<file path="config.mk">
export PLATFORM = sky130hd
export DESIGN_NAME = mem_port_arbiter
export DESIGN_NICKNAME = d
export VERILOG_FILES = /design/src/rtl/mem_port_arbiter.sv
export SDC_FILE = /design/constraint.sdc
export NUM_CORES = 1
export LEC_CHECK = 0
export ABC_AREA = 1
export CORE_AREA = 2 2 164 166
export DETAILED_ROUTE_END_ITERATION = 7
export DIE_AREA = 0 0 166 168
export DONT_BUFFER_PORTS = 1
export HOLD_SLACK_MARGIN = 0.03
export PLACE_DENSITY = 0.61
export SLEW_MARGIN = 20
export SYNTH_ARGS = -nofsm -noshare
export SYNTH_HDL_FRONTEND = slang
export SYNTH_SLANG_ARGS = --single-unit
</file>
<file path="constraint.sdc">
create_clock -name CLK -period 26.6 [get_ports CLK]
set_input_delay 3.99 -clock CLK [delete_from_list [all_inputs] [get_ports CLK]]
set_output_delay 3.99 -clock CLK [all_outputs]
set_load 0.005 [all_outputs]
</file>
<file path="src/rtl/mem_port_arbiter.sv">
// Shares one single-ported ext_mem between the imem and dmem clients: one request outstanding,
// per-client one-entry response buffers, watchdog error response. MEM_ARB_DMEM_PRIO_EN selects fixed dmem priority.
`timescale 1ns/1ps
module mem_port_arbiter #(
  parameter int unsigned MAX_WAIT = 255
) (
  input  logic        CLK,
  input  logic        RST_N,
  input  logic [69:0] imem_arg,
  output logic [69:0] imem_out,
  input  logic [69:0] dmem_arg,
  output logic [69:0] dmem_out,
  output logic [69:0] mem_arg,
  input  logic [69:0] mem_out,
  output logic        timeout_err
);

  typedef enum logic [1:0] {IDLE, ISSUE, WAIT} state_t;

  localparam logic        OWN_I     = 1'b0;
  localparam logic        OWN_D     = 1'b1;
  localparam logic [15:0] WAIT_LAST = 16'(MAX_WAIT - 1);

  state_t      state;
  logic        owner;
  logic [67:0] req_q;
  logic [15:0] wait_cnt;
  logic        ibuf_vld, dbuf_vld;
  logic [67:0] ibuf, dbuf;
`ifndef MEM_ARB_DMEM_PRIO_EN
  logic        last;
`endif

  logic        i_pv, i_gr, d_pv, d_gr, mem_gv, mem_pr;
  logic        i_elig, d_elig, i_grant, d_grant;
  logic        i_rdy, d_rdy, i_acc, d_acc;
  logic        fill_en;
  logic [67:0] fill_data;

  function automatic logic [67:0] timeout_resp(input logic [31:0] addr);
    return {4'h0, addr, 32'hDEAD_BEEF};
  endfunction

  always_comb begin
    i_pv   = imem_arg[68];
    i_gr   = imem_arg[69];
    d_pv   = dmem_arg[68];
    d_gr   = dmem_arg[69];
    mem_gv = mem_out[69];
    mem_pr = mem_out[68];
    i_elig = i_pv & ~ibuf_vld;
    d_elig = d_pv & ~dbuf_vld;
`ifdef MEM_ARB_DMEM_PRIO_EN
    d_grant = ~dbuf_vld;
    i_grant = ~ibuf_vld & ~d_elig;
`else
    // A client holds the grant unless the other is eligible and is due its turn.
    i_grant = ~ibuf_vld & (~d_elig | (last == OWN_D));
    d_grant = ~dbuf_vld & (~i_elig | (last == OWN_I));
`endif
    i_rdy  = (state == IDLE) & i_grant & ~RST_N;
    d_rdy  = (state == IDLE) & d_grant & ~RST_N;
    i_acc  = i_pv & i_rdy;
    d_acc  = d_pv & d_rdy;

    fill_en   = (state == WAIT) & (mem_gv | (wait_cnt == WAIT_LAST));
    fill_data = mem_gv ? mem_out[67:0] : timeout_resp(req_q[63:32]);

    imem_out = {ibuf_vld, i_rdy, ibuf};
    dmem_out = {dbuf_vld, d_rdy, dbuf};
    mem_arg  = {(state == WAIT), (state == ISSUE), req_q};
  end

  always_ff @(posedge CLK or posedge RST_N) begin
    if (RST_N) begin
      state       <= IDLE;
      owner       <= OWN_I;
      req_q       <= '0;
      wait_cnt    <= '0;
      ibuf_vld    <= 1'b0;
      dbuf_vld    <= 1'b0;
      ibuf        <= '0;
      dbuf        <= '0;
      timeout_err <= 1'b0;
`ifndef MEM_ARB_DMEM_PRIO_EN
      last        <= OWN_I;
`endif
    end else begin
      if (ibuf_vld & i_gr) ibuf_vld <= 1'b0;
      if (dbuf_vld & d_gr) dbuf_vld <= 1'b0;

      case (state)
        IDLE: begin
          if (d_acc) begin
            req_q <= dmem_arg[67:0];
            owner <= OWN_D;
            state <= ISSUE;
`ifndef MEM_ARB_DMEM_PRIO_EN
            last  <= OWN_D;
`endif
          end else if (i_acc) begin
            req_q <= imem_arg[67:0];
            owner <= OWN_I;
            state <= ISSUE;
`ifndef MEM_ARB_DMEM_PRIO_EN
            last  <= OWN_I;
`endif
          end
        end
        ISSUE: begin
          if (mem_pr) begin
            wait_cnt <= '0;
            state    <= WAIT;
          end
        end
        WAIT: begin
          // A real response wins over a watchdog expiry in the same cycle.
          if (fill_en) begin
            if (owner == OWN_D) begin
              dbuf     <= fill_data;
              dbuf_vld <= 1'b1;
            end else begin
              ibuf     <= fill_data;
              ibuf_vld <= 1'b1;
            end
            if (!mem_gv) timeout_err <= 1'b1;
            state <= IDLE;
          end else begin
            wait_cnt <= wait_cnt + 16'd1;
          end
        end
        default: state <= IDLE;
      endcase
    end
  end

endmodule

</file>
Word-level counts from Yosys, hierarchy flattened --
Index checks and enable logic that the tools add are counted.
Word-level totals: flip-flop bits (word level) 226, logic and storage cells 70
Cells by class: add/sub/neg operators 1, equal/unequal tests 7, muxes and demuxes 21, bitwise gates (word level) 23, reduce and logical (&&, ||, !) cells 9
Operators by type and width (count):
- 68-bit two-way mux | 3
- 16-bit two-way mux | 2
- 16-bit case mux with 2 select lines | 1
- 16-bit by 1-bit adder with 16-bit output (second input constant) | 1
- 16-bit by 8-bit equality test with 1-bit output (second input constant) | 1
- 3-bit AND reduction | 5
- 1-bit AND | 13
- 1-bit two-way mux | 10
- 2-bit two-way mux | 4
- 1-bit NOT | 7
- 2-bit case mux with 3 select lines | 1
- 2-bit by 1-bit != test with 1-bit output (second input constant) | 2
- 2-bit nonzero test | 2
- 3-bit != test (second input constant) | 1
- 1-bit OR | 3
- 2-bit by 1-bit equality test with 1-bit output (second input constant) | 1
- 2-bit equality test (second input constant) | 1
- 2-bit zero test | 1
- 2-bit != test (second input constant) | 1
- 2-bit AND reduction | 1

Longest topological paths before layout --
Gate-level depths: netlist (run 1).
depth in word-level cells 11, gate-level depth with buffers 11, mapped depth without buffers 9

Worst setup path before layout (run 1) --
OpenSTA, ideal clock, no wires.
kind input-to-output, start input RST_N, end output dmem_out[68], arrival time 10.123 ns, data required time 22.610 ns, slack 12.487 ns, stages 5, buffers on the path 2, path through inv_1 -> nand3_1 -> nor2_4 -> clkbuf_1 -> buf_4
Between the ends: cells in the longest elaborated chain, start to end 2
RTL lines:
- from (decl) | line 8 | input logic RST_N,
- 1-bit NOT | line 62 | d_rdy = (state == IDLE) & d_grant & ~RST_N;
- 1-bit AND | line 62
- to (decl) | line 12 | output logic [69:0] dmem_out,
Every way passes these cells.

Final worst setup path (run 1) --
Ends and elaborated chain as after synthesis.

==> results of run 1 <==
## per-stage QoR
stage / hold WS (ps) / power (mW) / instance area (um2) / utilization [%] / worst slack, ps
floorplan: 465 / 0.858 / 11200 / - / 12490
detailed placement: 486 / 0.983 / 11200 / 42.4 / 17760
global placement: 481 / 0.974 / 11200 / 42.4 / 17760
global route: 515 / 1.43 / 12100 / 45.7 / 17680
finish: 494 / 1.34 / 12100 / 45.7 / 17820
CTS: 500 / 1.35 / 12000 / 45.7 / 17760
## cells in the mapped netlist, types with 2 or more instances
| master | instances | share of area, % |
|---|---|---|
| clkbuf_1 | 47 | 1.6 |
| inv_2 | 2 | 0.067 |
| nand2_1 | 521 | 17 |
| o21ai_1 | 22 | 0.98 |
| nor2_4 | 2 | 0.20 |
| nand2_2 | 2 | 0.11 |
| nand3b_1 | 32 | 2.1 |
| nand3_1 | 59 | 2.6 |
| buf_4 | 5 | 0.34 |
| nor2_2 | 2 | 0.11 |
| inv_1 | 127 | 4.3 |
| nor2_1 | 34 | 1.1 |
| buf_2 | 37 | 1.7 |
| xnor2_1 | 3 | 0.23 |
| buf_6 | 9 | 0.91 |
| o21ai_0 | 46 | 2.1 |
| dfrtp_1 | 226 | 51 |
| xor2_1 | 4 | 0.31 |
| nand3_2 | 3 | 0.27 |
| o21bai_1 | 2 | 0.13 |
| or2_2 | 24 | 1.3 |
| o211ai_1 | 36 | 2.4 |
| buf_1 | 13 | 0.44 |
| nand4_1 | 146 | 8.2 |
| ha_1 | 2 | 0.22 |
## cell families after synthesis
kind of cell | Yosys count | share of synthesized area, %
xor+xnor | 7 | 0.548
simple gates | 827 | 33.8
fa+ha+maj | 2 | 0.224
flops | 226 | 50.5
compound gates | 108 | 5.70
buf+inv | 240 | 9.24
## worst max path at each step
stage	cells past startpoint	endpoint	slack [ps]	startpoint
6_report	3	dmem_out[68]	17820	RST_N
3_5_place_dp	3	dmem_out[68]	17760	RST_N
2_1_floorplan	5	dmem_out[68]	12490	RST_N
5_1_grt	3	dmem_out[68]	17680	RST_N
3_3_place_gp	3	dmem_out[68]	17760	RST_N
4_1_cts	3	dmem_out[68]	17760	RST_N
## layout make-up
class                           instances  area (um2)  share of cell area, %
Clock buffer                           39         801                   6.64
Clock inverter                          9        78.8                  0.654
Inverter                              129         492                   4.08
Multi-Input combinational cell        944        4510                   37.4
Sequential cell                       226        5660                   46.9
Tap cell                              341         427                   3.54
Timing Repair Buffer                   11        86.3                  0.716
## report_power, final
part	internal (mW)	total, mW	switching [mW]
Sequential	0.487	0.627	0.140
Clock	0.217	0.364	0.147
Combinational	0.0959	0.347	0.251
## flip-flops by register name, summed over array words and instances, names as in the netlist, 2 cells and up
register / flops
dbuf: 68
ibuf: 68
req_q: 68
wait_cnt: 16
state: 2
## routing by layer
metal | vias up | wire (um) | share of wire, %
met5 | - | 0 | 0
li1 | 4468 | - | -
met2 | 456 | 16700 | 47
met3 | 68 | 3090 | 8.7
met1 | 4435 | 14600 | 41
met4 | 0 | 1090 | 3.1
## worst register-to-register path, stage by stage, from the launching register on
cell     delay, ps
dfrtp_1        420
inv_1          140
ha_1           190
nand3_1         90
nor2_1         110
nand2_1        140
nand2_4        530
buf_4          730
nand3_2        630
buf_4          510
nand2_1        190
nand2_1         50
==> results by group, run 1 <==
Global routing
  – Number of global-route vias before repair: 8924
  – GRT Total Usage: 24.4%
  – Met2 usage: 39.5%
  – GRT met3 Usage: 6.35%
  – GRT overflow: 0
  – GR peak layer: met2
  – Routing usage on met1: 32.3%
  – Largest net degree at the start of global routing: 107
  – Initial antenna violation count: 0
  – First-pass GRT wire length: 54000 um

Floorplan
  – Initial Util: 42.5%
  – Die ar.: 0.0279 mm2
  – Die Ht: 168 um
  – Row cnt: 60
  – Core area: 0.0264 mm2
  – I/O Pins: 423
  – Die X: 166 um

STA
  – Fin crit share: 33.0%
  – Max Transition Viols Final: 0
  – Final setup violation count: 0
  – Layout Skew: 14.0 ps
  – Final setup TNS: 0 ps
  – Max_slew headroom: 30.0%
  – Least-Margin Pin Slew: 1050 ps
  – Max Clock Freq: 114 MHz
  – Min cycle time layout: 8780 ps
  – RSZ-0062 raised after global routing: false
  – Fin. Hold Viols: 0

Route
  – Total wire length: 35500 um
  – Wire per inst: 20.9 um
  – # DRC: 0
  – DR iter-0 viols: 736
  – Via count: 9427
  – Iteration count of the initial detailed-routing pass: 8
  – DRT antenna net count: 0
  – Via-per-instance ratio: 5.55

Setup path
  – Arrival time at the worst endpoint: 4790 ps
  – Critical path, cell by cell: inv_8 > nand3_1 > nor2_4
  – Critical Path End Type: primary output
  – R2r worst-path depth: 11
  – Worst reg2reg setup slack: 22760 ps
  – RR Startpoint: wait_cnt[0]
  – CP required: 22610 ps
  – RR Endpoint: ibuf[53]
  – CP Buf/Inv Count: 1
  – Worst path slowest cell: inv_8
  – Critical Path Max Stage Delay: 440 ps
  – Crit Path Category: input pin to primary output
  – CP startpoint kind: input pin
  – Crit-path max FO: 89
  – CP delay by family, top: buffers and inverters

Clock tree
  – Clock transition at path regs: 60 ps
  – Cts repair resizes: 0
  – CTS Hold Bufs: 0
  – Clk_lat worst skew: 540 ps
  – CTS tree: done
  – Root Driver: clkbuf_16
  – H-tree depth: 1
  – Setup Buffers After CTS: 0
  – Longest Clk Path Bufs: 3
  – TritonCTS Buffers: 27
  – Total clock sinks: 226

Cells and area
  – Highest-count cells in the layout ignoring fill and taps: nand2_1, dfrtp_1, nand4_1
  – Antenna Cells: 0
  – Most common cell after layout, fill and taps aside: nand2_1
  – Final cell count without fillers: 1699
  – Area growth syn-to-layout: 7.70%
  – # nets final: 1553
  – Filler cell count: 2611
  – Layout cell share with drive strength beyond 1: 6.85%

Worst hold path
  – Worst min-delay path class: flop to flop
  – Hold wc startpoint: dbuf[10]
  – Hold path depth: 2
  – Worst hold path endpoint: dbuf[10]

Logic synthesis
  – Synth cell types: 29
  – Main flop type after synthesis: dfrtp_1
  – Post-Syn Area: 0.0112 mm2
  – Synth async-reset ratio: 100%
  – Number of enable flip-flop cells after synthesis: 0
  – Seq/Total Area, Yosys: 50.5%
  – Syn Nets: 1624
  – Synth warn: 0
  – Cells after Synth: 1410
  – Syn Area/Cell: 7.94 um2
  – Synthesis-stage register bit count: 226

Placed design
  – IO Port Bufs: 0
  – Final Wtd Congestion: 0.874
  – Inst Count DP: 1651
  – Post-DP HPWL: 23900 um

Power
  – Power per cell area: 111 mW/mm2
  – Max VDD drop: 0.0900 mV
  – Leakage: 6.27 nW

Run
  – MaxCap Viol Count: 0

Outcome
  – Outcome: complete, no violations
No activity file was read; power rests on OpenSTA's default activity.
==> inputs of run 2 (changes only) <==
==> constraint.sdc (replaced) <==
create_clock -name CLK -period 8.8 [get_ports CLK]
set_input_delay 1.32 -clock CLK [delete_from_list [all_inputs] [get_ports CLK]]
set_output_delay 1.32 -clock CLK [all_outputs]
set_load 0.005 [all_outputs]
==> results by group, run 2 (synthesis results as in run 1) <==
Placed design
  – IO Port Bufs: 0 (unchanged)
  – DP Worst Slack: 4660 ps (-13100 ps)
  – Post-DP HPWL: 23600 um (-1.3%)
  – Final Wtd Congestion: 0.881 (+0.88%)
  – Area after DPL: 0.0112 mm2 (about the same)

STA
  – Layout Skew: 7.79 ps (-6.24 ps)
  – Final setup TNS: 0 ps (unchanged)
  – RSZ-0062 raised after global routing: false
  – Max Transition Viols Final: 0 (unchanged)
  – Fin. Hold Viols: 0 (unchanged)
  – Least-Margin Pin Slew: 1040 ps (-8.80 ps)
  – Fin crit share: 44.1%
  – Final setup violation count: 0 (unchanged)
  – Max_slew headroom: 30.6% (+0.59 points)
  – Max Clock Freq: 257 MHz
  – PnR worst setup slack: 4910 ps (-12900 ps)
  – Min cycle time layout: 3890 ps

Clock tree
  – Clock transition at path regs: 60 ps (about the same)
  – Total clock sinks: 226 (unchanged)
  – CTS Hold Bufs: 0 (unchanged)
  – Longest Clk Path Bufs: 3 (unchanged)
  – H-tree depth: 1 (unchanged)
  – TritonCTS Buffers: 26 (-3.7%)
  – Clk_lat worst skew: 520 ps (-20 ps)
  – CTS tree: done
  – Cts repair resizes: 0 (unchanged)
  – Setup Buffers After CTS: 0 (unchanged)
  – Root Driver: clkbuf_16

Setup path
  – Crit Path Category: input pin to primary output
  – Crit-path max FO: 94 (+5.6%)
  – CP required: 7480 ps (-15130 ps)
  – Worst path slowest cell: inv_8
  – Critical path, cell by cell: inv_8 > nand3_1 > nor2_4 > buf_4
  – Worst reg2reg setup slack: 5700 ps (-17060 ps)
  – CP startpoint kind: input pin
  – Critical Path Max Stage Delay: 450 ps (about the same)
  – Arrival time at the worst endpoint: 2570 ps (-2220 ps)
  – Critical Path End Type: primary output

Route
  – Via-per-instance ratio: 5.58 (+0.48%)
  – DRT antenna net count: 0 (unchanged)
  – # DRC: 0 (unchanged)
  – Via count: 9472 (+0.48%)
  – Wire per inst: 20.4 um (-2.3%)
  – DR iter-0 viols: 868 (+18%)
  – Iteration count of the initial detailed-routing pass: 5 (-3)
  – Total wire length: 34700 um (-2.3%)

Floorplan
  – Initial Util: 42.5% (unchanged)
  – Row cnt: 60 (unchanged)
  – Die Ht: 168 um (unchanged)
  – Core area: 0.0264 mm2 (unchanged)
  – I/O Pins: 423 (unchanged)
  – Die X: 166 um (unchanged)
  – Die ar.: 0.0279 mm2 (unchanged)

Cells and area
  – # nets final: 1551 (-0.13%)
  – Most common cell after layout, fill and taps aside: nand2_1
  – Largest registers: dbuf x68, ibuf x68, req_q x68
  – Layout cell share with drive strength beyond 1: 6.63% (-0.22 points)
  – Highest-count cells in the layout ignoring fill and taps: nand2_1, dfrtp_1, nand4_1
  – Design Area, Final: 0.0121 mm2 (+0.31%)
  – Area growth syn-to-layout: 8.04%

Global routing
  – GRT overflow: 0 (unchanged)
  – First-pass GRT wire length: 53200 um (-1.4%)
  – Largest net degree at the start of global routing: 144 (+35%)
  – GRT Total Usage: 24.1% (-0.38 points)
  – Number of global-route vias before repair: 8848 (-0.85%)
  – Initial antenna violation count: 1 (+1)

Power
  – Power per cell area: 337 mW/mm2 (+200%)
  – Max VDD drop: 0.222 mV (+150%)
  – Leakage: 6.29 nW (+0.23%)

Outcome
  – Outcome: complete, no violations

Worst hold path
  – Worst min-delay path class: flop to flop

Run
  – MaxCap Viol Count: 0 (unchanged)
## run 2: changes by cell type in the layout (fill, tap and decap cells not counted), sizes merged
| cell | delta |
|---|---|
| clkbuf | +1 |
| bufinv | +2 |
| buf | -1 |
| inv | -1 |
| diode | +1 |
| clkinvlp | -2 |
## run 2: path summary, 6_finish.rpt
kind,depth (start not counted),to,from
min in group asynchronous,1,req_q[7],RST_N
hold / removal,2,dbuf[5],dbuf[5]
setup reg to reg,10,dbuf[27],wait_cnt[0]
max in group asynchronous,2,ibuf[47],RST_N
hold reg to reg,2,dbuf[5],dbuf[5]
setup / recovery,4,dmem_out[68],RST_N
## run 2: critical path, delay by kind of cell
| kind | cells | cell delay (ps) |
|---|---|---|
| simple gates | 2 | 370 |
| buf+inv | 2 | 840 |
## run 2: power by group
part           total, mW  switching, mW  internal, mW
registers           1.90          0.422          1.47
clock network       1.14          0.433         0.707
logic               1.04          0.752         0.292
## run 2: final cells by class
cell class / count / area (um2)
Tap cell: 341 / 427
Antenna cell: 1 / 2.50
Inverter: 129 / 492
Multi-Input combinational cell: 944 / 4510
Fill cell: 2590 / 14300
Clock buffer: 40 / 795
Clock inverter: 8 / 119
Timing Repair Buffer: 10 / 87.6
Sequential cell: 226 / 5660
## run 2: metal layers
layer / routed length [um] / vias up / share of wire, % / track usage, %
li1: - / 4444 / - / -
met1: 14700 / 4510 / 42 / 32.2
met2: 16100 / 449 / 46 / 38.8
met3: 2710 / 69 / 7.8 / 5.43
met4: 1200 / 0 / 3.5 / 8.24
met5: 0 / - / 0 / 0
## run 2: stage by stage
step	std cells	util, %	power, mW	hold slack, ps
global placement	1650	42.4	2.94	481
CTS	1698	45.9	4.12	499
global route	1699	45.9	4.35	520
finish	1699	45.9	4.08	493
floorplan	1410	-	2.59	465
detailed placement	1650	42.4	2.97	485
==> inputs of run 3 (changes only) <==
==> constraint.sdc (replaced) <==
create_clock -name CLK -period 3.6 [get_ports CLK]
set_input_delay 0.54 -clock CLK [delete_from_list [all_inputs] [get_ports CLK]]
set_output_delay 0.54 -clock CLK [all_outputs]
set_load 0.005 [all_outputs]
==> results by group, run 3 (synthesis results as in run 1) <==
Outcome
  – Outcome: complete, no violations

STA
  – Fin. Hold Viols: 0 (unchanged)
  – RSZ-0062 raised after global routing: false
  – Max Clock Freq: 393 MHz
  – Fin Hold WS: 76.7 ps (-416 ps)
  – Min cycle time layout: 2550 ps
  – Least-Margin Pin Slew: 909 ps (-131 ps)
  – Layout Skew: 7.97 ps (+0.178 ps)
  – Fin crit share: 70.7%
  – Final setup violation count: 0 (unchanged)
  – Max_slew headroom: 39.4% (+8.8 points)
  – Final setup TNS: 0 ps (unchanged)
  – Max Transition Viols Final: 0 (unchanged)

Global routing
  – GRT Total Usage: 24.4% (+0.33 points)
  – GRT overflow: 0 (unchanged)
  – First-pass GRT wire length: 54400 um (+2.3%)
  – Largest net degree at the start of global routing: 187 (+30%)
  – Number of global-route vias before repair: 9104 (+2.9%)
  – Initial antenna violation count: 0 (-1)

Power
  – Max VDD drop: 0.437 mV (+97%)
  – Power per cell area: 812 mW/mm2 (+140%)
  – Clock share of power: 27.4% (-0.6 points)
  – Leakage: 6.35 nW (+0.94%)
  – Cell internal pwr: 6.02 mW (+140%)
  – Design Power: 9.99 mW (+140%)
  – P_sw: 3.97 mW (+150%)
  – Sequential Power Share: 46.2% (-0.3 points)
  – Combinational share of power: 26.4% (+0.8 points)
  – Sw Ratio: 39.7% (+0.31 points)

Clock tree
  – Longest Clk Path Bufs: 3 (unchanged)
  – Root Driver: clkbuf_16
  – CTS tree: done
  – TritonCTS Buffers: 26 (unchanged)
  – Total clock sinks: 226 (unchanged)
  – CTS Hold Bufs: 0 (unchanged)
  – Cts repair resizes: 0 (unchanged)
  – Clk_lat worst skew: 520 ps (about the same)
  – H-tree depth: 1 (unchanged)
  – Setup Buffers After CTS: 0 (unchanged)
  – Clock transition at path regs: 60 ps (about the same)

Setup path
  – Critical Path End Type: flop
  – CP delay by family, top: buffers and inverters
  – Arrival time at the worst endpoint: 2950 ps (+380 ps)
  – Most frequent CP cell: nand2_1
  – CP required: 4010 ps (-3470 ps)
  – Crit-path max FO: 72 (-23%)
  – Worst path slowest cell: buf_4
  – Critical path, cell by cell: inv_1 > ha_1 > nand3_1 > nor2_1 > nand2_1 > nand2_4 > buf_4 > nand3_2 > buf_4 > nand2_1 > nand2_1
  – CP startpoint kind: flop
  – Critical Path Max Stage Delay: 570 ps (+120 ps)
  – Crit Path Category: flop to flop
  – CP Buf/Inv Count: 3 (+1)

Cells and area
  – # nets final: 1558 (+0.45%)
  – Highest-count cells in the layout ignoring fill and taps: nand2_1, dfrtp_1, nand4_1
  – Multi-input logic area: 0.00467 mm2 (+3.4%)
  – Layout cell share with drive strength beyond 1: 9.32% (+2.7 points)
  – Area growth syn-to-layout: 9.96%
  – Antenna Cells: 0 (-1)
  – Register area: 0.00566 mm2 (unchanged)
  – Finished Core Util: 46.7% (+0.82 points)
  – Largest registers: dbuf x68, ibuf x68, req_q x68
  – Filler cell count: 2583 (-0.27%)
  – Most common cell after layout, fill and taps aside: nand2_1
  – Design Area, Final: 0.0123 mm2 (+1.8%)

Floorplan
  – Die ar.: 0.0279 mm2 (unchanged)
  – Die Ht: 168 um (unchanged)
  – Row cnt: 60 (unchanged)
  – Initial Util: 42.5% (unchanged)
  – Core area: 0.0264 mm2 (unchanged)
  – I/O Pins: 423 (unchanged)
  – Die X: 166 um (unchanged)

Placed design
  – Area after DPL: 0.0114 mm2 (+1.9%)
  – Final Wtd Congestion: 0.879 (-0.22%)
  – IO Port Bufs: 0 (unchanged)
  – Post-DP HPWL: 23700 um (+0.58%)

Route
  – # DRC: 0 (unchanged)
  – Iteration count of the initial detailed-routing pass: 4 (-1)
  – DRT antenna net count: 0 (unchanged)
  – Via-per-instance ratio: 5.55 (-0.54%)
  – Wire per inst: 20.5 um (+0.22%)
  – Via count: 9449 (-0.24%)
  – DR iter-0 viols: 870 (+0.23%)
  – Total wire length: 34900 um (+0.51%)

Worst hold path
  – Worst min-delay path class: input pin to asynchronous set/reset pin

Run
  – MaxCap Viol Count: 0 (unchanged)
[run 3: metal layers]
layer	track usage, %	wire [um]	part of all wire [%]
met2	38.4	16000	46
met1	33.6	15100	43
met5	0	0	0
met3	6.16	2820	8.1
met4	6.81	874	2.5
[run 3: power groups by stage]
| stage | clock (mW) | sequential, mW | combinational [mW] |
|---|---|---|---|
| 3_3_place_gp | 0 | 4.66 | 2.59 |
| 2_1_floorplan | 0 | 4.25 | 2.19 |
| 6_report | 2.74 | 4.61 | 2.64 |
| 3_5_place_dp | 0 | 4.67 | 2.66 |
| 5_1_grt | 2.92 | 4.73 | 3.04 |
| 4_1_cts | 2.81 | 4.64 | 2.66 |
[run 3: stage by stage]
stage / worst slack (ps) / instances
floorplan: -1780 / 1410
global placement: 1120 / 1656
detailed placement: 1070 / 1656
CTS: 1030 / 1703
global route: 775 / 1704
finish: 1050 / 1704
[run 3: layout make-up]
class	count	area share, %
multi-input combinational	944	37.9
sequential	226	46.0
timing repair buffer	17	1.40
tap	341	3.47
clock buffer	38	6.23
inverter	129	3.99
clock inverter	9	1.02
[run 3: worst paths after layout]
path	from	end	cells past startpoint	slack, ps
worst max-delay path	wait_cnt[0]	dbuf[54]	11	1050
worst min-delay path	RST_N	state[0]	2	80
worst max register to register	wait_cnt[0]	dbuf[54]	11	1050
worst min register to register	dbuf[0]	dbuf[0]	2	490
max in group asynchronous	RST_N	ibuf[43]	4	2100
min in group CLK	mem_out[68]	state[0]	1	100
